==> config.mk <==
export PLATFORM = sky130hd
export DESIGN_NAME = dmem_arbiter
export DESIGN_NICKNAME = d
export VERILOG_FILES = /design/src/rtl/dmem_arbiter.sv
export SDC_FILE = /design/constraint.sdc
export NUM_CORES = 1
export LEC_CHECK = 0
export CAP_MARGIN = 5
export CORE_ASPECT_RATIO = 0.8
export CORE_MARGIN = 5
export CORE_UTILIZATION = 45
export DETAILED_ROUTE_END_ITERATION = 10
export PLACE_DENSITY = 0.87
export SKIP_CTS_REPAIR_TIMING = 1
export SLEW_MARGIN = 20
export SYNTH_ARGS = -nofsm -noshare
export SYNTH_HDL_FRONTEND = slang
export SYNTH_SLANG_ARGS = --single-unit
==> constraint.sdc <==
create_clock -name clk -period 5 [get_ports clk]
set_clock_uncertainty 0.15 [all_clocks]
set_input_delay 0.5 -clock clk [delete_from_list [all_inputs] [get_ports clk]]
set_output_delay 0.5 -clock clk [all_outputs]
set_load 0.01 [all_outputs]
==> src/rtl/dmem_arbiter.sv <==
// Two-port (CPU / debug) data-memory arbiter with round-robin tie breaking.
// Each transaction: one grant cycle, MEM_LATENCY access cycles, one ack cycle.
module dmem_arbiter #(
   parameter int unsigned WORD_LEN    = 32,
   parameter int unsigned MEM_LATENCY = 2
) (
   input  logic                clk,
   input  logic                rst,
   input  logic                cpu_req,
   input  logic                cpu_we,
   input  logic [WORD_LEN-1:0] cpu_addr,
   input  logic [WORD_LEN-1:0] cpu_wdata,
   output logic                cpu_ack,
   output logic [WORD_LEN-1:0] cpu_rdata,
   output logic                cpu_stall,
   input  logic                dbg_req,
   input  logic                dbg_we,
   input  logic [WORD_LEN-1:0] dbg_addr,
   input  logic [WORD_LEN-1:0] dbg_wdata,
   output logic                dbg_ack,
   output logic [WORD_LEN-1:0] dbg_rdata,
   output logic                mem_readEN,
   output logic                mem_writeEN,
   output logic [WORD_LEN-1:0] mem_address,
   output logic [WORD_LEN-1:0] mem_dataIn,
   input  logic [WORD_LEN-1:0] mem_dataOut,
   output logic                busy
);

   typedef enum logic [1:0] {StIdle, StAccess, StDone} state_e;

   localparam int unsigned CntW = (MEM_LATENCY > 1) ? $clog2(MEM_LATENCY) : 1;
   localparam logic [CntW-1:0] CntLoad = CntW'(MEM_LATENCY - 1);
   localparam logic [CntW-1:0] CntOne  = CntW'(1);
   localparam logic PortCpu = 1'b0;
   localparam logic PortDbg = 1'b1;

   state_e              r_state;
   state_e              w_state_d;
   logic [CntW-1:0]     r_cnt;
   logic                r_last_gnt;
   logic                r_owner;
   logic                r_we;
   logic [WORD_LEN-1:0] r_addr;
   logic [WORD_LEN-1:0] r_wdata;
   logic [WORD_LEN-1:0] r_cpu_rdata;
   logic [WORD_LEN-1:0] r_dbg_rdata;

   logic w_any_req;
   logic w_gnt_dbg;
   logic w_grant;
   logic w_cnt_zero;
   logic w_capture;
   logic w_access;
   logic w_done;

   always_comb begin
      w_any_req  = cpu_req | dbg_req;
      // On a tie the port that did not win last time gets the grant.
      w_gnt_dbg  = dbg_req & (~cpu_req | (r_last_gnt == PortCpu));
      w_cnt_zero = (r_cnt == '0);
      w_grant    = 1'b0;
      w_capture  = 1'b0;
      w_state_d  = r_state;
      unique case (r_state)
         StIdle: begin
            if (w_any_req) begin
               w_grant   = 1'b1;
               w_state_d = StAccess;
            end
         end
         StAccess: begin
            if (w_cnt_zero) begin
               w_capture = ~r_we;
               w_state_d = StDone;
            end
         end
         StDone:  w_state_d = StIdle;
         default: w_state_d = StIdle;
      endcase
   end

   always_ff @(posedge clk or negedge rst) begin
      if (!rst) begin
         r_state <= StIdle;
      end else begin
         r_state <= w_state_d;
      end
   end

   always_ff @(posedge clk or negedge rst) begin
      if (!rst) begin
         r_cnt       <= '0;
         r_last_gnt  <= PortDbg;
         r_owner     <= PortCpu;
         r_we        <= 1'b0;
         r_addr      <= '0;
         r_wdata     <= '0;
         r_cpu_rdata <= '0;
         r_dbg_rdata <= '0;
      end else begin
         if (w_grant) begin
            r_owner <= w_gnt_dbg;
            r_we    <= w_gnt_dbg ? dbg_we    : cpu_we;
            r_addr  <= w_gnt_dbg ? dbg_addr  : cpu_addr;
            r_wdata <= w_gnt_dbg ? dbg_wdata : cpu_wdata;
            r_cnt   <= CntLoad;
         end else if ((r_state == StAccess) && !w_cnt_zero) begin
            r_cnt <= r_cnt - CntOne;
         end
         if (w_capture) begin
            if (r_owner == PortDbg) begin
               r_dbg_rdata <= mem_dataOut;
            end else begin
               r_cpu_rdata <= mem_dataOut;
            end
         end
         if (r_state == StDone) begin
            r_last_gnt <= r_owner;
         end
      end
   end

   always_comb begin
      w_access    = (r_state == StAccess);
      w_done      = (r_state == StDone);
      mem_readEN  = w_access & ~r_we;
      // A single write strobe on the final access cycle.
      mem_writeEN = w_access & r_we & w_cnt_zero;
      mem_address = w_access ? r_addr  : '0;
      mem_dataIn  = w_access ? r_wdata : '0;
      cpu_ack     = w_done & (r_owner == PortCpu);
      dbg_ack     = w_done & (r_owner == PortDbg);
      cpu_rdata   = r_cpu_rdata;
      dbg_rdata   = r_dbg_rdata;
      cpu_stall   = cpu_req & ~cpu_ack;
      busy        = (r_state != StIdle);
   end

endmodule

Yosys cells after proc, flatten, opt, wreduce, memory -nomap -nowiden:

Index checks and enable logic that the tools add are counted.

* bits in registers: 134
* latch bits: 0
* bits in writable memories: 0
* memory bits (read-only): 0
* output and inout port bits: 134
* word-level logic and storage cells: 50
* memories: 0

* add/sub/neg operators: 1
* $mul: 0
* divide/modulo/power cells: 0
* order comparisons: 0
* equality and inequality tests: 4
* shift operators: 0
* muxes and demuxes: 14
* bitwise gates (word level): 15
* reduce and logical (&&, ||, !) cells: 7

Operators with widths (count)
* 32-bit two-way mux: 4
* 1-bit AND: 7
* 1-bit two-way mux: 7
* 1-bit inverter: 6
* 2-bit AND reduction: 3
* 2-bit two-way mux: 2
* 2-bit inequality test (second input constant): 2
* 2-bit one-hot mux with 2 select lines: 1
* 2-bit nonzero test: 2
* 2-bit by 1-bit == test with 1-bit output (second input constant): 1
* 2-bit == test (second input constant): 1
* 2-bit logical NOT: 1
* 1-bit OR: 2
* 1-bit logical AND: 1
* 1-bit subtractor (second input constant): 1

Depth between registers and ports, before layout:

Gate-level depths: netlist of run 1.

* word-level depth: 4
* gate-level depth with buffers: 5

Worst setup path before layout of run 1:

No wires, ideal clock.

* kind: in2reg
* from: in dbg_req
* to: reg r_addr[12]
* setup time: 125 ps
* arrival time: 1676 ps
* setup slack: 3049 ps
* stages: 5
* path buffers: 2
* cells stage by stage: a21bo_2 > buf_2 > buf_2 > mux2_2 > mux2_2

* longest elaborated chain between the ends: 3
* elaborated cells between the ends (all ways): 5

RTL lines
* start: declaration: RTL line 16 `input logic dbg_req,`
* 1-bit OR: RTL line 58 `w_any_req = cpu_req | dbg_req;`
* 1-bit two-way mux: RTL line 67 `if (w_any_req) begin`
* 1-bit two-way mux: RTL line 65 `unique case (r_state)`
* end signal: assignment: RTL line 105 `r_addr <= w_gnt_dbg ? dbg_addr : cpu_addr;`
* end: declaration: RTL line 44 `logic [WORD_LEN-1:0] r_addr;`

Several ways; a longest one is shown, not always the timed one.
A chain may end at the register's enable or synchronous reset.

Worst setup path after layout of run 1:

* from: reg r_state[0]
* to: out mem_dataIn[29]

* longest elaborated chain between the ends: 2

RTL lines
* start: declaration: RTL line 38 `state_e r_state;`
* start signal: assignment: RTL line 85 `r_state <= StIdle;`
* start signal: assignment: RTL line 87 `r_state <= w_state_d;`
* 2-bit by 1-bit == test with 1-bit output: RTL line 125 `w_access = (r_state == StAccess);`
* 32-bit two-way mux: RTL line 131 `mem_dataIn = w_access ? r_wdata : '0;`
* end: declaration: RTL line 25 `output logic [WORD_LEN-1:0] mem_dataIn,`

No other way between the ends.

==> results of run 1 <==
report_power, final:
| group | internal (mW) | total, mW | switching (mW) | leakage (nW) |
|---|---|---|---|---|
| sequential | 1.65 | 1.97 | 0.320 | 1.58 |
| clock | 0.845 | 1.31 | 0.461 | 0.291 |
| combinational | 1.95 | 3.13 | 1.18 | 2.36 |
through the flow:
stage | setup WS [ns] | util, %
2_1_floorplan | 3.049 | -
3_3_place_gp | 1.813 | 69.12
3_5_place_dp | 1.666 | 69.12
4_1_cts | 1.682 | 73.65
5_1_grt | 1.990 | 73.91
6_report | 2.109 | 73.91
cell type report:
class | count | area share (%)
clock buffers | 19 | 4.376
repair buffers | 306 | 30.21
inverters | 1 | 0.03709
well taps | 180 | 2.225
flip-flops and latches | 134 | 33.14
clock inverters | 12 | 1.755
multi-input cells | 277 | 28.25
layer usage:
metal	part of all wire, %	vias to the layer above	GRT usage (%)	wire (um)
li1	-	2124	-	-
met5	0	-	0	0
met4	2.1	0	7.600	379
met1	36	2242	22.78	6508
met3	8.5	30	7.655	1550
met2	54	184	40.21	9803
worst max path at each step:
stage                            from  cells past startpoint  slack, ns                 endpoint
6_report       r_state[0]$_DFFE_PN0P_                      4       2.11           mem_dataIn[29]
5_1_grt        r_state[0]$_DFFE_PN0P_                      4       1.99           mem_dataIn[29]
4_1_cts        r_state[0]$_DFFE_PN0P_                      3       1.68           mem_dataIn[29]
3_5_place_dp                  cpu_req                      5       1.67  r_wdata[18]$_DFFE_PN0P_
3_3_place_gp                  cpu_req                      5       1.81  r_wdata[14]$_DFFE_PN0P_
2_1_floorplan                 dbg_req                      5       3.05   r_addr[12]$_DFFE_PN0P_
flip-flops by register name, indices dropped and copies added (netlist names):
register and cells:
cpu_rdata 32, dbg_rdata 32, r_addr 32, r_cnt 1
r_last_gnt 1, r_owner 1, r_state 2, r_wdata 32
r_we 1
worst register-to-register path, stage by stage, from the launching register on:
cell	delay, ns
dfrtp_1	0.43
or2_2	0.37
nor2_4	0.67
buf_4	0.59
mux2_2	0.43
placed cells by master, fill, tap and decap left out, types with 2 or more instances in the layout:
| cell | netlist | routed |
|---|---|---|
| buf_4 | 3 | 6 |
| nor2_1 | 5 | 5 |
| bufinv_16 | 0 | 4 |
| and2_1 | 65 | 65 |
| mux2_2 | 163 | 163 |
| clkinv_2 | 0 | 2 |
| clkdlybuf4s50_1 | 0 | 298 |
| clkinvlp_4 | 0 | 4 |
| clkbuf_16 | 0 | 17 |
| a21o_1 | 3 | 3 |
| dfrtp_1 | 133 | 133 |
| mux2_4 | 30 | 30 |
logic make-up after synthesis:
group	count (synthesis)	synth area share, %
compound gates	4	0.5128
buf+inv	29	2.505
flops	134	52.88
mux	195	36.37
simple gates	78	7.732
==> impl_results.md, run 1 <==
* First-pass GRT wire length at 27.46 mm
* RSZ-0062 raised after global routing: false
* Fin crit period at 2.891 ns
* Worst VDD drop at 375.5 uV
* Critical path, cell by cell: nor2b_4, buf_12, and2_1, clkdlybuf4s50_1
* Multi-input logic area at 2859 sq um
* Critical path's slowest cell: clkdlybuf4s50_1
* Syn avg cell area at 14.42 sq um
* Final ANT Viol Nets at 0
* Tightest Pin Transition at 1.099 ns
* Rel. slew slack at 26.74%
* Mapped cell area at 6344 sq um
* Register area share after synthesis at 52.88%
* DR vias at 4,580
* Post-route design area at 10,120 sq um
* CTS sink cnt at 134
* Total power at 6.407 mW
* Synth top area share at 52.47%
* Initial antenna violation count at 0
* Die Area at 16,590 sq um
* Worst path bufs/invs at 2
* GP Congestion at 0.8563
* CTS Root Cell: clkbuf_16
* Ys async rst share at 100.0%
* Worst Hold Slack at 0.3468 ns
* Fillers at 890
* Max-slew violation count at 0
* Hold Crit Start: r_addr[30]$_DFFE_PN0P_
* Crit end category: primary output
* Ant diodes at 0
* NumNets Final at 903
* Via/cell ratio at 4.930
* Worst Reg-to-Reg Cells at 4
* Dominant cell type by area after synthesis: dfrtp_1
* Total Routing Usage GR at 21.63%
* Starting Density at 46.33%
* Final TNS setup at 0 ns
* Cell area after placement at 9464 sq um
* I/O Pins at 300
* Row count at 38
* Die height at 116.2 um
* TritonCTS buffer count at 17
* Reg clk slew, reported paths at 0.06 ns
* WS Path Type: reg -> out
* FF-to-FF End: r_addr[29]$_DFFE_PN0P_
* Largest net degree at the start of global routing at 66
* Depth of the CTS H-tree at 4
* # Max-Cap Violations at 0
* Wire length per cell at 19.64 um
* Worst R2R Setup Slack at 2.25 ns
* Netlist cell types at 22
* Post-Layout Cell Count at 929
* Area Overhead vs Synth at 59.55%
* Final wirelength at 18.24 mm
* CTS tree: built
* DRT iter0 DRCs at 148
* Mapped Cells at 440
* Arr. time, crit path at 2.24 ns
* Layout cells sized above 1 at 31.91%
* Final Hold Viols at 0
* Vias in the first global route at 5,088
* Core Box Area at 13,690 sq um
* Post-synth EDFFs at 0
* CP Launch Type: flip-flop
* Hold depth at 1
* Hold endpoint: r_addr[30]$_DFFE_PN0P_
* Slowest cell delay on critical path at 0.58 ns
* Endpoints failing setup at 0
* Worst skew pair latency at 0.40 ns
* Placed cell count at 896
* Crit path required time at 4.35 ns
* Post-synth top cells: 163 x mux2_2, 133 x dfrtp_1, 65 x and2_1, 30 x mux2_4, 13 x buf_2
* Reg-to-Reg Start: r_state[1]$_DFFE_PN0P_
* Clk buf depth at 2
* Crit path max fanout at 48
* DRC Markers at 0
* Drt first pass iters at 4
* Count leader, synth: mux2_2
* Hold WC Path Type: reg -> reg
* Top post-synthesis cells by area: dfrtp_1 52%, mux2_2 29%, mux2_4 7.1%
* Overflow after GRT at 0
* Pwr/cell area at 633.1 nW/um^2
* Post-synth top flop: dfrtp_1
* Outcome: finished clean
* Cell family with most CP delay: buffers and inverters
* Horiz. Die Dim at 142.7 um
* Post-synthesis register bit count at 134
* Buffers added on ports at 299
* Final worst-path cycle share at 57.82%
* Register area at 3354 sq um
* Pleak at 4.233 nW
* Yosys synthesis warning count at 0
* Net Count, Synth at 606
* Peak Freq at 345.9 MHz
* Hpwl dp at 13.67 mm
Note: power is estimated with default switching activity, not from simulation.
==> inputs of run 2 (changes only) <==
CORE_UTILIZATION = 41   (was 45)
PLACE_DENSITY = 0.8   (was 0.87)
clock period = 2.7 ns   (was 5 ns; I/O delays follow)
==> run 2 against run 1 <==
Net effect: routed wire length fell by 0.54%; global-route usage shrank 1.6 points; clock power up 82%; sequential power grew 84%; non-clock buffer count up 3; first-iteration DRC count fell by 28%; clock-buffer cell count rose by 5; final cell count up 3.6%; combinational power rose by 86%; power grew 85%; critical endpoint is now mem_address[3]; largest cell class unchanged; highest routed layer unchanged.
==> impl_results.md, run 2 (synthesized netlist as in run 1, its figures left out) <==
* Ant diodes at 0 (unchanged)
* Pre-CTS setup slack at 0.4670 ns (-1.199 ns)
* Horiz. Die Dim at 149.1 um (+4.4%)
* Final Hold Viols at 0 (unchanged)
* I/O Pins at 300 (unchanged)
* Endpoints failing setup at 0 (unchanged)
* GP Congestion at 0.8310 (-3.0%)
* WS Path Type: reg -> out
* Final wirelength at 18.15 mm (-0.54%)
* Via/cell ratio at 4.820 (-2.2%)
* Hold WC Path Type: in -> async
* Depth of the CTS H-tree at 4 (unchanged)
* Initial antenna violation count at 0 (unchanged)
* Arr. time, crit path at 2.07 ns (-0.17 ns)
* Hpwl dp at 13.66 mm (about the same)
* Layout cells sized above 1 at 32.05% (+0.14 points)
* Total Routing Usage GR at 20.05% (-1.6 points)
* Largest net degree at the start of global routing at 80 (+21%)
* First-pass GRT wire length at 28.10 mm (+2.3%)
* Final worst-path cycle share at 92.19%
* CTS tree: built
* Pwr/cell area at 1159 nW/um^2 (+83%)
* Wire length per cell at 18.86 um (-3.9%)
* Fillers at 1,108 (+24%)
* Final TNS setup at 0 ns (unchanged)
* DR vias at 4,637 (+1.2%)
* Drt first pass iters at 4 (unchanged)
* Core Box Area at 15,110 sq um (+10%)
* Worst skew pair latency at 0.41 ns (about the same)
* DRT iter0 DRCs at 107 (-28%)
* Reg clk slew, reported paths at 0.05 ns (about the same)
* Max-slew violation count at 0 (unchanged)
* Clk buf depth at 2 (unchanged)
* # Max-Cap Violations at 0 (unchanged)
* CTS Root Cell: clkbuf_16
* Cell family with most CP delay: buffers and inverters
* TritonCTS buffer count at 17 (unchanged)
* RSZ-0062 raised after global routing: false
* Rel. slew slack at 53.31% (+27 points)
* Vias in the first global route at 5,169 (+1.6%)
* NumNets Final at 906 (+0.33%)
* Pleak at 4.269 nW (+0.85%)
* Crit path required time at 2.28 ns (-2.07 ns)
* Crit path max fanout at 37 (-23%)
* Overflow after GRT at 0 (unchanged)
* Die height at 121.3 um (+4.4%)
* Tightest Pin Transition at 0.7004 ns (-0.3985 ns)
* Final ANT Viol Nets at 0 (unchanged)
* CTS sink cnt at 134 (unchanged)
* Critical path, cell by cell: nor2b_4, buf_4, and2_1, clkdlybuf4s50_1
* Worst path bufs/invs at 2 (unchanged)
* Most frequent cells in the layout: 298 x clkdlybuf4s50_1, 163 x mux2_2, 133 x dfrtp_1, 65 x and2_1, 30 x mux2_4
* Peak Freq at 401.7 MHz
* Worst VDD drop at 780.2 uV (+110%)
* DRC Markers at 0 (unchanged)
* CP Launch Type: flip-flop
* Slowest cell delay on critical path at 0.55 ns (-0.03 ns)
* Outcome: finished clean
* Area Overhead vs Synth at 60.77%
* Row count at 40 (+5.3%)
* Starting Density at 41.97% (-4.4 points)
* Crit end category: primary output
* Die Area at 18,080 sq um (+9.0%)
* Critical path's slowest cell: clkdlybuf4s50_1
* Fin crit period at 2.489 ns
* Final Worst Setup Slack at 0.2108 ns (-1.898 ns)
* Commonest non-fill, non-tap cell in the layout: clkdlybuf4s50_1
* Buffers added on ports at 299 (unchanged)
==> run 2: worst reg2reg max path: stages, from the launching register on <==
cell,delay (ns)
dfrtp_1,0.43
nand2b_4,0.19
or4_2,0.54
buf_4,0.33
mux2_4,0.40
==> run 2: final cells by class <==
type	count	area [sq um]	share of cell area, %
clock buffers	24	501.7	4.920
clock inverters	7	117.6	1.153
inverters	1	3.754	0.03681
multi-input cells	277	2853	27.97
flip-flops and latches	134	3354	32.89
well taps	210	262.8	2.576
repair buffers	309	3105	30.45
==> run 2: final timing paths <==
check | start | cells after the start | slack [ns] | to
worst max-delay path | r_state[0]$_DFFE_PN0P_ | 4 | 0.21 | mem_address[3]
worst max register to register | r_state[1]$_DFFE_PN0P_ | 4 | 0.54 | dbg_rdata[17]$_DFFE_PN0P_
max in group asynchronous | rst | 3 | 1.46 | r_state[1]$_DFFE_PN0P_
worst min register to register | r_addr[11]$_DFFE_PN0P_ | 1 | 0.35 | r_addr[11]$_DFFE_PN0P_
min in group clk | r_addr[11]$_DFFE_PN0P_ | 1 | 0.35 | r_addr[11]$_DFFE_PN0P_
worst min-delay path | rst | 3 | 0.31 | dbg_rdata[24]$_DFFE_PN0P_
==> run 2: metrics by stage <==
step	power (mW)	utilization [%]	cell area (sq um)	std cells	hold WS (ns)
3_5_place_dp	9.541	63.31	9569	930	0.2054
4_1_cts	12.00	67.41	10190	961	-0.2354
3_3_place_gp	9.335	63.31	9569	930	0.1926
2_1_floorplan	6.493	-	6344	440	-0.1756
6_report	11.82	67.48	10200	962	0.3119
5_1_grt	12.51	67.48	10200	962	0.3277
==> run 2: report_power, final <==
part | internal [mW] | total (mW) | switching (mW)
Sequential | 3.06 | 3.62 | 0.562
Combinational | 3.62 | 5.82 | 2.20
Clock | 1.57 | 2.38 | 0.811
==> run 2: layer usage <==
metal  vias to the layer above  GRT usage, %  wire length, um
met4                         0         6.575              378
met1                      2295         22.09             6850
met5                         -             0                0
met3                        24         8.364             1748
met2                       191         35.07             9167
li1                       2127             -                -
==> inputs of run 3 (changes only) <==
CAP_MARGIN = not set   (was 5)
==> results of run 3 <==
Same layout as run 2: the final DEF is identical, and so are final timing and power.
